[src/rtl/seq_playback_ctrl.sv]
// Playback sequencer for the Sequence Memory Game: steps through a stored colour
// pattern, lighting each symbol for ON_TICKS slow ticks then a dark OFF_TICKS gap.
module seq_playback_ctrl #(
  parameter int TICK_DIV  = 25000000,
  parameter int ON_TICKS  = 2,
  parameter int OFF_TICKS = 1,
  parameter int AW        = 4,
  parameter int SYM_W     = 2
) (
  input  logic                  cin,
  input  logic                  rst,
  input  logic                  start,
  input  logic                  abort,
  input  logic [AW:0]           len,
  output logic [AW-1:0]         sym_addr,
  input  logic [SYM_W-1:0]      sym_data,
  output logic [2**SYM_W-1:0]   led,
  output logic                  busy,
  output logic                  done
);

  localparam int PMAX = (ON_TICKS > OFF_TICKS) ? ON_TICKS : OFF_TICKS;
  localparam int PW   = (PMAX > 1) ? $clog2(PMAX) : 1;
  localparam int LEDS = 2**SYM_W;

  localparam logic [31:0]   TICK_LAST = 32'(TICK_DIV - 1);
  localparam logic [PW-1:0] ON_LAST   = PW'(ON_TICKS - 1);
  localparam logic [PW-1:0] OFF_LAST  = PW'(OFF_TICKS - 1);
  localparam logic [AW:0]   MAX_LEN   = {1'b1, {AW{1'b0}}};
  localparam logic [AW:0]   ONE_LEN   = {{AW{1'b0}}, 1'b1};

  typedef enum logic [2:0] {
    S_IDLE  = 3'd0,
    S_FETCH = 3'd1,
    S_ON    = 3'd2,
    S_OFF   = 3'd3,
    S_DONE  = 3'd4
  } state_e;

  state_e            state_q, state_d;
  logic [AW-1:0]     idx_q, idx_d;
  logic [AW:0]       len_q, len_d;
  logic [LEDS-1:0]   led_q, led_d;
  logic [31:0]       tick_q, tick_d;
  logic [PW-1:0]     phase_q, phase_d;
  logic              tick_fire;
  logic [AW:0]       len_last;

  assign tick_fire = (tick_q == TICK_LAST);
  assign len_last  = len_q - ONE_LEN;

  always_comb begin
    state_d = state_q;
    idx_d   = idx_q;
    len_d   = len_q;
    led_d   = led_q;
    tick_d  = tick_q;
    phase_d = phase_q;

    case (state_q)
      S_IDLE: begin
        if (start && !abort && (len != '0)) begin
          len_d   = (len > MAX_LEN) ? MAX_LEN : len;
          idx_d   = '0;
          state_d = S_FETCH;
        end
      end
      S_FETCH: begin
        led_d           = '0;
        led_d[sym_data] = 1'b1;
        tick_d          = '0;
        phase_d         = '0;
        state_d         = S_ON;
      end
      S_ON: begin
        if (tick_fire) begin
          tick_d = '0;
          if (phase_q == ON_LAST) begin
            led_d   = '0;
            phase_d = '0;
            state_d = S_OFF;
          end else begin
            phase_d = phase_q + PW'(1);
          end
        end else begin
          tick_d = tick_q + 32'd1;
        end
      end
      S_OFF: begin
        if (tick_fire) begin
          tick_d = '0;
          if (phase_q == OFF_LAST) begin
            phase_d = '0;
            // Compare at AW+1 bits so len = MAX_LEN terminates at idx = MAX_LEN-1.
            if ({1'b0, idx_q} == len_last) begin
              state_d = S_DONE;
            end else begin
              idx_d   = idx_q + AW'(1);
              state_d = S_FETCH;
            end
          end else begin
            phase_d = phase_q + PW'(1);
          end
        end else begin
          tick_d = tick_q + 32'd1;
        end
      end
      S_DONE: begin
        state_d = S_IDLE;
      end
      default: begin
        state_d = S_IDLE;
      end
    endcase

    // Abort overrides every non-idle transition; idx is held so sym_addr stays put.
    if (abort && (state_q != S_IDLE)) begin
      state_d = S_IDLE;
      idx_d   = idx_q;
      led_d   = '0;
      tick_d  = '0;
      phase_d = '0;
    end
  end

  always_ff @(posedge cin or posedge rst) begin
    if (rst) begin
      state_q <= S_IDLE;
      idx_q   <= '0;
      len_q   <= '0;
      led_q   <= '0;
      tick_q  <= '0;
      phase_q <= '0;
    end else begin
      state_q <= state_d;
      idx_q   <= idx_d;
      len_q   <= len_d;
      led_q   <= led_d;
      tick_q  <= tick_d;
      phase_q <= phase_d;
    end
  end

  assign sym_addr = idx_q;
  assign led      = led_q;
  assign busy     = (state_q == S_FETCH) || (state_q == S_ON) || (state_q == S_OFF);
  assign done     = (state_q == S_DONE);

endmodule

[config.mk]
export PLATFORM = sky130hd
export DESIGN_NAME = seq_playback_ctrl
export DESIGN_NICKNAME = d
export VERILOG_FILES = /design/src/rtl/seq_playback_ctrl.sv
export SDC_FILE = /design/constraint.sdc
export NUM_CORES = 1
export LEC_CHECK = 0
export BUFFER_PORTS_ARGS = -buffer_cell sky130_fd_sc_hd__buf_2
export CORE_ASPECT_RATIO = 0.6
export CORE_MARGIN = 2
export CORE_UTILIZATION = 25
export CTS_BUF_LIST = sky130_fd_sc_hd__clkbuf_8
export CTS_CLUSTER_DIAMETER = 150
export DETAILED_ROUTE_END_ITERATION = 8
export PLACE_DENSITY = 0.37
export SYNTH_ARGS = -nofsm -noshare
export SYNTH_HDL_FRONTEND = slang
export SYNTH_SLANG_ARGS = --single-unit
[constraint.sdc]
create_clock -name cin -period 2.4 [get_ports cin]
set_clock_uncertainty 0.05 [all_clocks]
set_input_delay 0.24 -clock cin [delete_from_list [all_inputs] [get_ports cin]]
set_output_delay 0.24 -clock cin [all_outputs]
set_load 0.01 [all_outputs]
==> reports/metrics.csv, run 1 <==
stage;metric;value;unit
run_status;status;finished clean;
detailed_routing;first drt pass iteration count;4;
clock_tree;clock-pin slew on the worst setup and hold paths;0.10;ns
floorplan;top-level I/O count;21;
sta;endpoints failing hold;0;
clock_tree;CTS tree;built;
detailed_routing;DRT met1 WL;5820;um
setup_path;CP Cell Sequence;ha_1 -> nand3_1 -> nor4_4 -> nand3b_2 -> or4_1 -> a31oi_1;
detailed_routing;Starting DRT DRC Count;211;
sta;Rel. slew slack;64.7;%
logic_synthesis;FF+latch count, synth;49;
logic_synthesis;Synth Area in Simple Gates;29.2;%
logic_synthesis;Ys Warns;0;
detailed_routing;DRT antenna net count;0;
logic_synthesis;Post-synth EDFFs;0;
layout;fin nets;405;
clock_tree;CTS buffer count;5;
clock_tree;clk_lat worst skew;0.31;ns
hold_path;Hold Path Stages;3;
logic_synthesis;Synth Area in Adders;1.20;%
global_routing;largest net degree at the start of global routing;31;
logic_synthesis;syn avg cell area;8.74;um^2
layout;Post-Layout Cell Count;557;
placed_design;dpl hpwl;7400;um
logic_synthesis;async set or reset register ratio after synthesis;100;%
sta;RSZ-0062 raised after global routing;false;
floorplan;# rows;31;
logic_synthesis;post-synthesis sequential area ratio;39.3;%
setup_path;crit path DAT;2.43;ns
detailed_routing;WL final;9730;um
power_and_ir_drop;total power;1.84;mW
layout;n_diodes;0;
logic_synthesis;Synth top area share;39.3;%
floorplan;initial core utilization;25.8;%
layout;number of fill cells in the layout;1293;
setup_path;crit end category;flip-flop;
detailed_routing;met2 WL;3140;um
floorplan;die area;0.0134;mm^2
logic_synthesis;Synth Area in XOR/XNOR;3.65;%
floorplan;Core Area;0.0121;mm^2
detailed_routing;met3 wire length;699;um
placed_design;post-placement setup slack;0.0342;ns
clock_tree;Sink Count;49;
clock_tree;H-tree levels;2;
placed_design;RD Place Congestion;0.836;
layout;share of layout cells above drive strength 1;18.6;%
floorplan;Chip Width;148;um
setup_path;R2R cell count;6;
detailed_routing;wire length per cell;17.5;um
power_and_ir_drop;VDD IR max;0.207;mV
clock_tree;Max clock buf depth;2;
floorplan;Die Ht;90.5;um
sta;Worst Slack Setup Final;0.164;ns
global_routing;vias in the first global route;2626;
placed_design;number of port buffers;20;
hold_path;Hold Crit Class;in2reg;
logic_synthesis;ranking of synthesized cells by area;dfrtp_1 39%, o21ai_0 5.1%, mux2i_1 4.5%;
setup_path;slowest stage delay, CP;0.54;ns
placed_design;Post-Place Cells;548;
power_and_ir_drop;leakage;1.52;nW
sta;minimum hold slack;0.134;ns
logic_synthesis;leading area contributor after synthesis;dfrtp_1;
clock_tree;CTS root buf;clkbuf_8;
sta;minimum clock period;2.24;ns
power_and_ir_drop;Pwr Density;500;mW/mm^2
detailed_routing;max layer used;met5;
setup_path;crit path launch type;flip-flop;
logic_synthesis;Netlist cell types;52;
sta;setup TNS;0;ns
run;max-cap viol count;0;
detailed_routing;drc violations;0;
sta;f_max;0.447;GHz
logic_synthesis;Synth Instances;357;
sta;Setup Viol. Count Final;0;
setup_path;critical path peak fanout;6;
global_routing;initial antenna violation count;1;
global_routing;Global Route Usage Sum;15.3;%
setup_path;WP data required;2.59;ns
sta;final-report max-slew violation count;0;
logic_synthesis;Synth Area in Compound Gates;15.2;%
logic_synthesis;mux cell area share after synthesis;6.30;%
logic_synthesis;Main synth FF type;dfrtp_1;
logic_synthesis;Syn Nets;371;
global_routing;global-route wire length before repair;15700;um
sta;worst slew pin tran;0.517;ns
sta;final period utilization;93.2;%
detailed_routing;Via density;5.13;
logic_synthesis;largest family of logic cells by synthesized area;simple AND/OR/NAND/NOR gates;
detailed_routing;DR vias;2860;
layout;area growth from synthesis to layout;18.3;%
setup_path;Setup CP Type;reg2reg;
setup_path;CP max-delay cell;or4_1;
global_routing;grt total ovfl;0;
logic_synthesis;Cell Area, Synth;0.00312;mm^2
## final timing paths
check	from	endpoint	slack, ns
worst max register to register	tick_q[0]	sym_addr[2]	0.16
min in group asynchronous	rst	led[2]	0.44
worst min-delay path	len[3]	len_q[3]	0.13
max in group asynchronous	rst	tick_q[7]	1.29
worst min register to register	led[2]	led[2]	0.47
worst max-delay path	tick_q[0]	sym_addr[2]	0.16
## cells in the final DEF (no fill, tap or decap), drive strengths merged, types with 2 or more instances in the layout
master / instances
nand3b: 4
or3: 2
mux2: 5
xor2: 6
mux2i: 14
inv: 15
o211ai: 3
and2: 8
clkbuf: 6
and4: 9
o21ai: 32
nor2: 12
or2: 2
buf: 47
xnor2: 7
dfrtp: 49
ha: 3
nand4: 19
nand4bb: 2
a41oi: 3
nor3: 5
nand2b: 5
a21oi: 23
nor4b: 4
o22ai: 2
a211oi: 3
nor3b: 4
nor4: 8
and3: 10
or4: 2
nand2: 36
a31oi: 8
nand3: 21
## metal layers
layer,track usage (%),up-vias
li1,-,1390
met5,0,-
met1,28.1,1381
met2,16.2,81
met4,2.86,2
met3,3.43,6
## area by class of cell
cell class	instances	area (um^2)	area share (%)
Clock inverter	2	37.5	1.02
Inverter	15	56.3	1.53
Sequential cell	49	1230	33.2
Clock buffer	6	82.6	2.24
Multi-Input combinational cell	272	1760	47.6
Tap cell	165	206	5.59
Timing Repair Buffer	48	325	8.81
## stage by stage
| step | util, % | cell area, um^2 |
|---|---|---|
| after global placement | 29.3 | 3550 |
| after CTS | 30.4 | 3680 |
| after detailed placement | 29.3 | 3550 |
| after floorplan | - | 3120 |
| after global routing | 30.5 | 3690 |
| final | 30.5 | 3690 |
## cells in the mapped netlist (3+ instances only)
library cell and count:
nand2_1 36, xor2_1 6, dfrtp_1 49, a31oi_1 8
xnor2_1 7, nor3_1 5, o21ai_0 32, nor4b_1 4
o211ai_1 3, nor3b_1 4, a41oi_1 3, nand4_1 18
and4_1 8, nand3_1 21, nand3b_1 3, clkbuf_1 12
a21oi_1 21, buf_2 6, a211oi_1 3, nor2_1 12
and3_1 9, and2_1 8, nand2b_1 5, nor4_1 7
mux2_2 5, mux2i_1 14, ha_1 3, inv_1 15
## logic make-up after synthesis
group	count (synthesis)
compound gates	81
xor+xnor	13
fa+ha+maj	3
buf+inv	36
flops	49
mux	19
simple gates	156
## state kept, by name, summed over array words and instances, names as in the netlist
signal	count
led	4
len_q	5
phase_q	1
state_q	3
sym_addr	4
tick_q	32
## power breakdown
group	switching [mW]	leakage (nW)	internal [mW]
clock network	0.309	0.0574	0.340
registers	0.0426	0.674	0.871
logic	0.162	0.787	0.120
total	0.514	1.52	1.33
## worst max-delay path, delay by kind of cell, from the launching register on
kind            cells  cell delay, ns
simple gates        4            1.28
flops               1            0.41
fa+ha+maj           1            0.26
compound gates      1            0.16
## what timing repair did
action | 4_1_cts | 5_1_grt
endpoints found under the setup margin | 0 | 4
hold endpoints to repair | 19 | 0
setup buffers | 0 | 0
resized for setup | 0 | 2
hold buffers | 1 | 0
No activity file was read; power rests on OpenSTA's default activity.
==> run 2, diff against run 1 <==
--- a/config.mk
+++ b/config.mk
@@ -5,12 +5,14 @@
 export SDC_FILE = /design/constraint.sdc
 export NUM_CORES = 1
 export LEC_CHECK = 0
+export ABC_AREA = 1
 export BUFFER_PORTS_ARGS = -buffer_cell sky130_fd_sc_hd__buf_2
 export CORE_ASPECT_RATIO = 0.6
 export CORE_MARGIN = 2
 export CORE_UTILIZATION = 25
 export CTS_BUF_LIST = sky130_fd_sc_hd__clkbuf_8
 export CTS_CLUSTER_DIAMETER = 150
+export CTS_CLUSTER_SIZE = 8
 export DETAILED_ROUTE_END_ITERATION = 8
 export PLACE_DENSITY = 0.37
 export SYNTH_ARGS = -nofsm -noshare
==> reports/metrics.csv, run 2 <==
stage;metric;value;unit;change
detailed_routing;drc violations;0;;unchanged
hold_path;Hold Crit Class;in2reg;;unchanged
logic_synthesis;leading area contributor after synthesis;dfrtp_1;;unchanged
logic_synthesis;syn avg cell area;6.84;um^2;was 8.74 um^2
clock_tree;clock-pin slew on the worst setup and hold paths;0.10;ns;about the same
setup_path;R2R Setup Slk;0.42;ns;was 0.16 ns
layout;Post-Layout Cell Count;671;;was 557
floorplan;# rows;32;;was 31
setup_path;crit end category;flip-flop;;unchanged
detailed_routing;Via density;4.45;;was 5.13
layout;max reg flops;32;;unchanged
power_and_ir_drop;Pwr Density;772;mW/mm^2;was 500 mW/mm^2
clock_tree;CTS tree;built;;unchanged
logic_synthesis;Netlist cell types;31;;was 52
power_and_ir_drop;VDD IR max;0.243;mV;was 0.207 mV
sta;minimum clock period;1.98;ns;was 2.24 ns
logic_synthesis;Cell Area, Synth;0.00324;mm^2;was 0.00312 mm^2
sta;Rel. slew slack;61.6;%;was 64.7%
layout;most frequent cells in the layout;144 x nand2_1, 73 x inv_1, 49 x dfrtp_1;;was 49 x dfrtp_1, 36 x nand2_1, 32 x o21ai_0
layout;fin nets;514;;was 405
layout;number of fill cells in the layout;1399;;was 1293
floorplan;Chip Width;151;um;was 148 um
sta;minimum hold slack;0.135;ns;was 0.134 ns
run_status;status;finished clean;;unchanged
layout;Biggest register;tick_q;;unchanged
clock_tree;clk_lat worst skew;0.32;ns;was 0.31 ns
layout;commonest non-fill, non-tap cell in the layout;nand2_1;;was dfrtp_1
setup_path;FF-to-FF End;tick_q[30];;was sym_addr[2]
placed_design;RD Place Congestion;0.879;;was 0.836
sta;endpoints failing hold;0;;unchanged
sta;final period utilization;82.4;%;was 93.2%
clock_tree;CTS buffer count;5;;unchanged
logic_synthesis;FF+latch count, synth;49;;unchanged
detailed_routing;Starting DRT DRC Count;208;;was 211
floorplan;initial core utilization;25.5;%;was 25.8%
detailed_routing;wire length per cell;13.6;um;was 17.5 um
clock_tree;CTS root buf;clkbuf_8;;unchanged
detailed_routing;first drt pass iteration count;4;;unchanged
power_and_ir_drop;leakage;1.74;nW;was 1.52 nW
floorplan;Die Ht;92.2;um;was 90.5 um
layout;n_diodes;0;;unchanged
logic_synthesis;Ys Warns;0;;unchanged
setup_path;crit path to;tick_q[30];;was sym_addr[2]
detailed_routing;DR vias;2983;;was 2860
logic_synthesis;post-synthesis sequential area ratio;37.8;%;was 39.3%
global_routing;grt total ovfl;0;;unchanged
global_routing;largest net degree at the start of global routing;50;;was 31
setup_path;Setup CP Type;reg2reg;;unchanged
placed_design;post-placement setup slack;0.446;ns;was 0.0342 ns
setup_path;crit path launch type;flip-flop;;unchanged
floorplan;die area;0.0139;mm^2;was 0.0134 mm^2
logic_synthesis;async set or reset register ratio after synthesis;100;%;unchanged
logic_synthesis;Main synth FF type;dfrtp_1;;unchanged
placed_design;Post-Place Cells;662;;was 548
logic_synthesis;Post-synth EDFFs;0;;unchanged
run;max-cap viol count;0;;unchanged
setup_path;reg-to-reg startpoint;tick_q[13];;was tick_q[0]
logic_synthesis;Synth top area share;37.8;%;was 39.3%
global_routing;global-route wire length before repair;14900;um;was 15700 um
layout;area growth from synthesis to layout;13.9;%;was 18.3%
clock_tree;Sink Count;49;;unchanged
global_routing;vias in the first global route;2674;;was 2626
layout;Largest regs;tick_q (32), len_q (5);;unchanged
floorplan;top-level I/O count;21;;unchanged
clock_tree;Post-CTS Setup Bufs;0;;unchanged
clock_tree;Max clock buf depth;2;;unchanged
logic_synthesis;ranking of synthesized cells by area;dfrtp_1 38%, nand2_1 17%, inv_1 8.6%;;was dfrtp_1 39%, o21ai_0 5.1%, mux2i_1 4.5%
sta;RSZ-0062 raised after global routing;false;;unchanged
logic_synthesis;count leader, synth;nand2_1;;was dfrtp_1
setup_path;R2R cell count;7;;was 6
logic_synthesis;Syn Nets;488;;was 371
sta;worst slew pin tran;0.571;ns;was 0.517 ns
sta;Setup Viol. Count Final;0;;unchanged
sta;f_max;0.506;GHz;was 0.447 GHz
setup_path;crit path DAT;2.12;ns;was 2.43 ns
global_routing;Global Route Usage Sum;14.1;%;was 15.3%
global_routing;initial antenna violation count;0;;was 1
placed_design;dpl hpwl;6980;um;was 7400 um
sta;setup TNS;0;ns;unchanged
floorplan;Core Area;0.0127;mm^2;was 0.0121 mm^2
setup_path;critical path peak fanout;4;;was 6
detailed_routing;WL final;9150;um;was 9730 um
setup_path;WP data required;2.55;ns;was 2.59 ns
placed_design;number of port buffers;20;;unchanged
clock_tree;H-tree levels;2;;unchanged
detailed_routing;DRT antenna net count;0;;unchanged
logic_synthesis;Synth Instances;474;;was 357
sta;final-report max-slew violation count;0;;unchanged
sta;Worst Slack Setup Final;0.422;ns;was 0.164 ns
setup_path;critical path launch point;tick_q[13];;was tick_q[0]
logic_synthesis;most frequent cells after synthesis;144 x nand2_1, 74 x inv_1, 49 x dfrtp_1, 46 x nor2_1, 41 x nand3_1;;was 49 x dfrtp_1, 36 x nand2_1, 32 x o21ai_0, 21 x a21oi_1, 21 x nand3_1
layout;share of layout cells above drive strength 1;11.2;%;was 18.6%
## run 2: worst min path at each step
stage | startpoint | to | cells after the start
6_report | len[1] | len_q[1] | 3
2_1_floorplan | len[0] | len_q[0] | 2
3_5_place_dp | rst | sym_addr[2] | 3
4_1_cts | len[1] | len_q[1] | 3
3_3_place_gp | rst | tick_q[31] | 3
5_1_grt | len[1] | len_q[1] | 3
## run 2: critical path: stages (launching register included)
cell and delay [ns]:
dfrtp_1 0.39, nand2_1 0.13, nor3_1 0.47, nand2_1 0.15
nor2_1 0.36, nand3_1 0.13, nand4_1 0.10, o21ai_0 0.07
## run 2: kinds of logic (layout without fill, tap and decap cells)
| group | after synthesis | after routing | share of synthesized area, % |
|---|---|---|---|
| and+or+nand+nor | 282 | 282 | 38.8 |
| buffers and inverters | 85 | 112 | 10.4 |
| DFF | 49 | 49 | 37.8 |
| AOI/OAI and AO/OA | 36 | 36 | 6.60 |
| xor gates and xnor gates | 19 | 19 | 5.14 |
| adders and majority gates | 3 | 3 | 1.16 |
## run 2: area by class of cell
cell class	count	area, um^2	share of cell area (%)
tap	170	213	5.76
sequential	49	1230	33.2
timing repair buffer	27	168	4.54
inverter	77	289	7.83
clock inverter	2	37.5	1.02
multi-input combinational	340	1680	45.4
clock buffer	6	82.6	2.24
## run 2: per-stage QoR
stage | total power, mW | instance area, um^2 | util, %
6_report | 2.85 | 3690 | 29.0
5_1_grt | 3.07 | 3690 | 29.0
4_1_cts | 2.89 | 3690 | 29.0
3_5_place_dp | 2.22 | 3560 | 28.0
3_3_place_gp | 2.22 | 3560 | 28.0
2_1_floorplan | 1.89 | 3240 | -
## run 2: metal layers
layer | routed length [um] | GRT usage (%)
met5 | 0 | 0
met4 | 129 | 3.74
met3 | 519 | 2.69
met2 | 3050 | 16.5
met1 | 5450 | 24.4
## run 2: power by group
part	total (mW)	internal, mW	switching, mW
combinational	1.17	0.384	0.783
clock	0.656	0.340	0.316
sequential	1.03	0.934	0.0939
total	2.85	1.66	1.19
## run 2: repair_timing
action | in CTS | in global routing
resized for setup | 0 | 0
hold buffers | 1 | 0
hold endpoints to repair | 49 | 0
endpoints found under the setup margin | 0 | 0
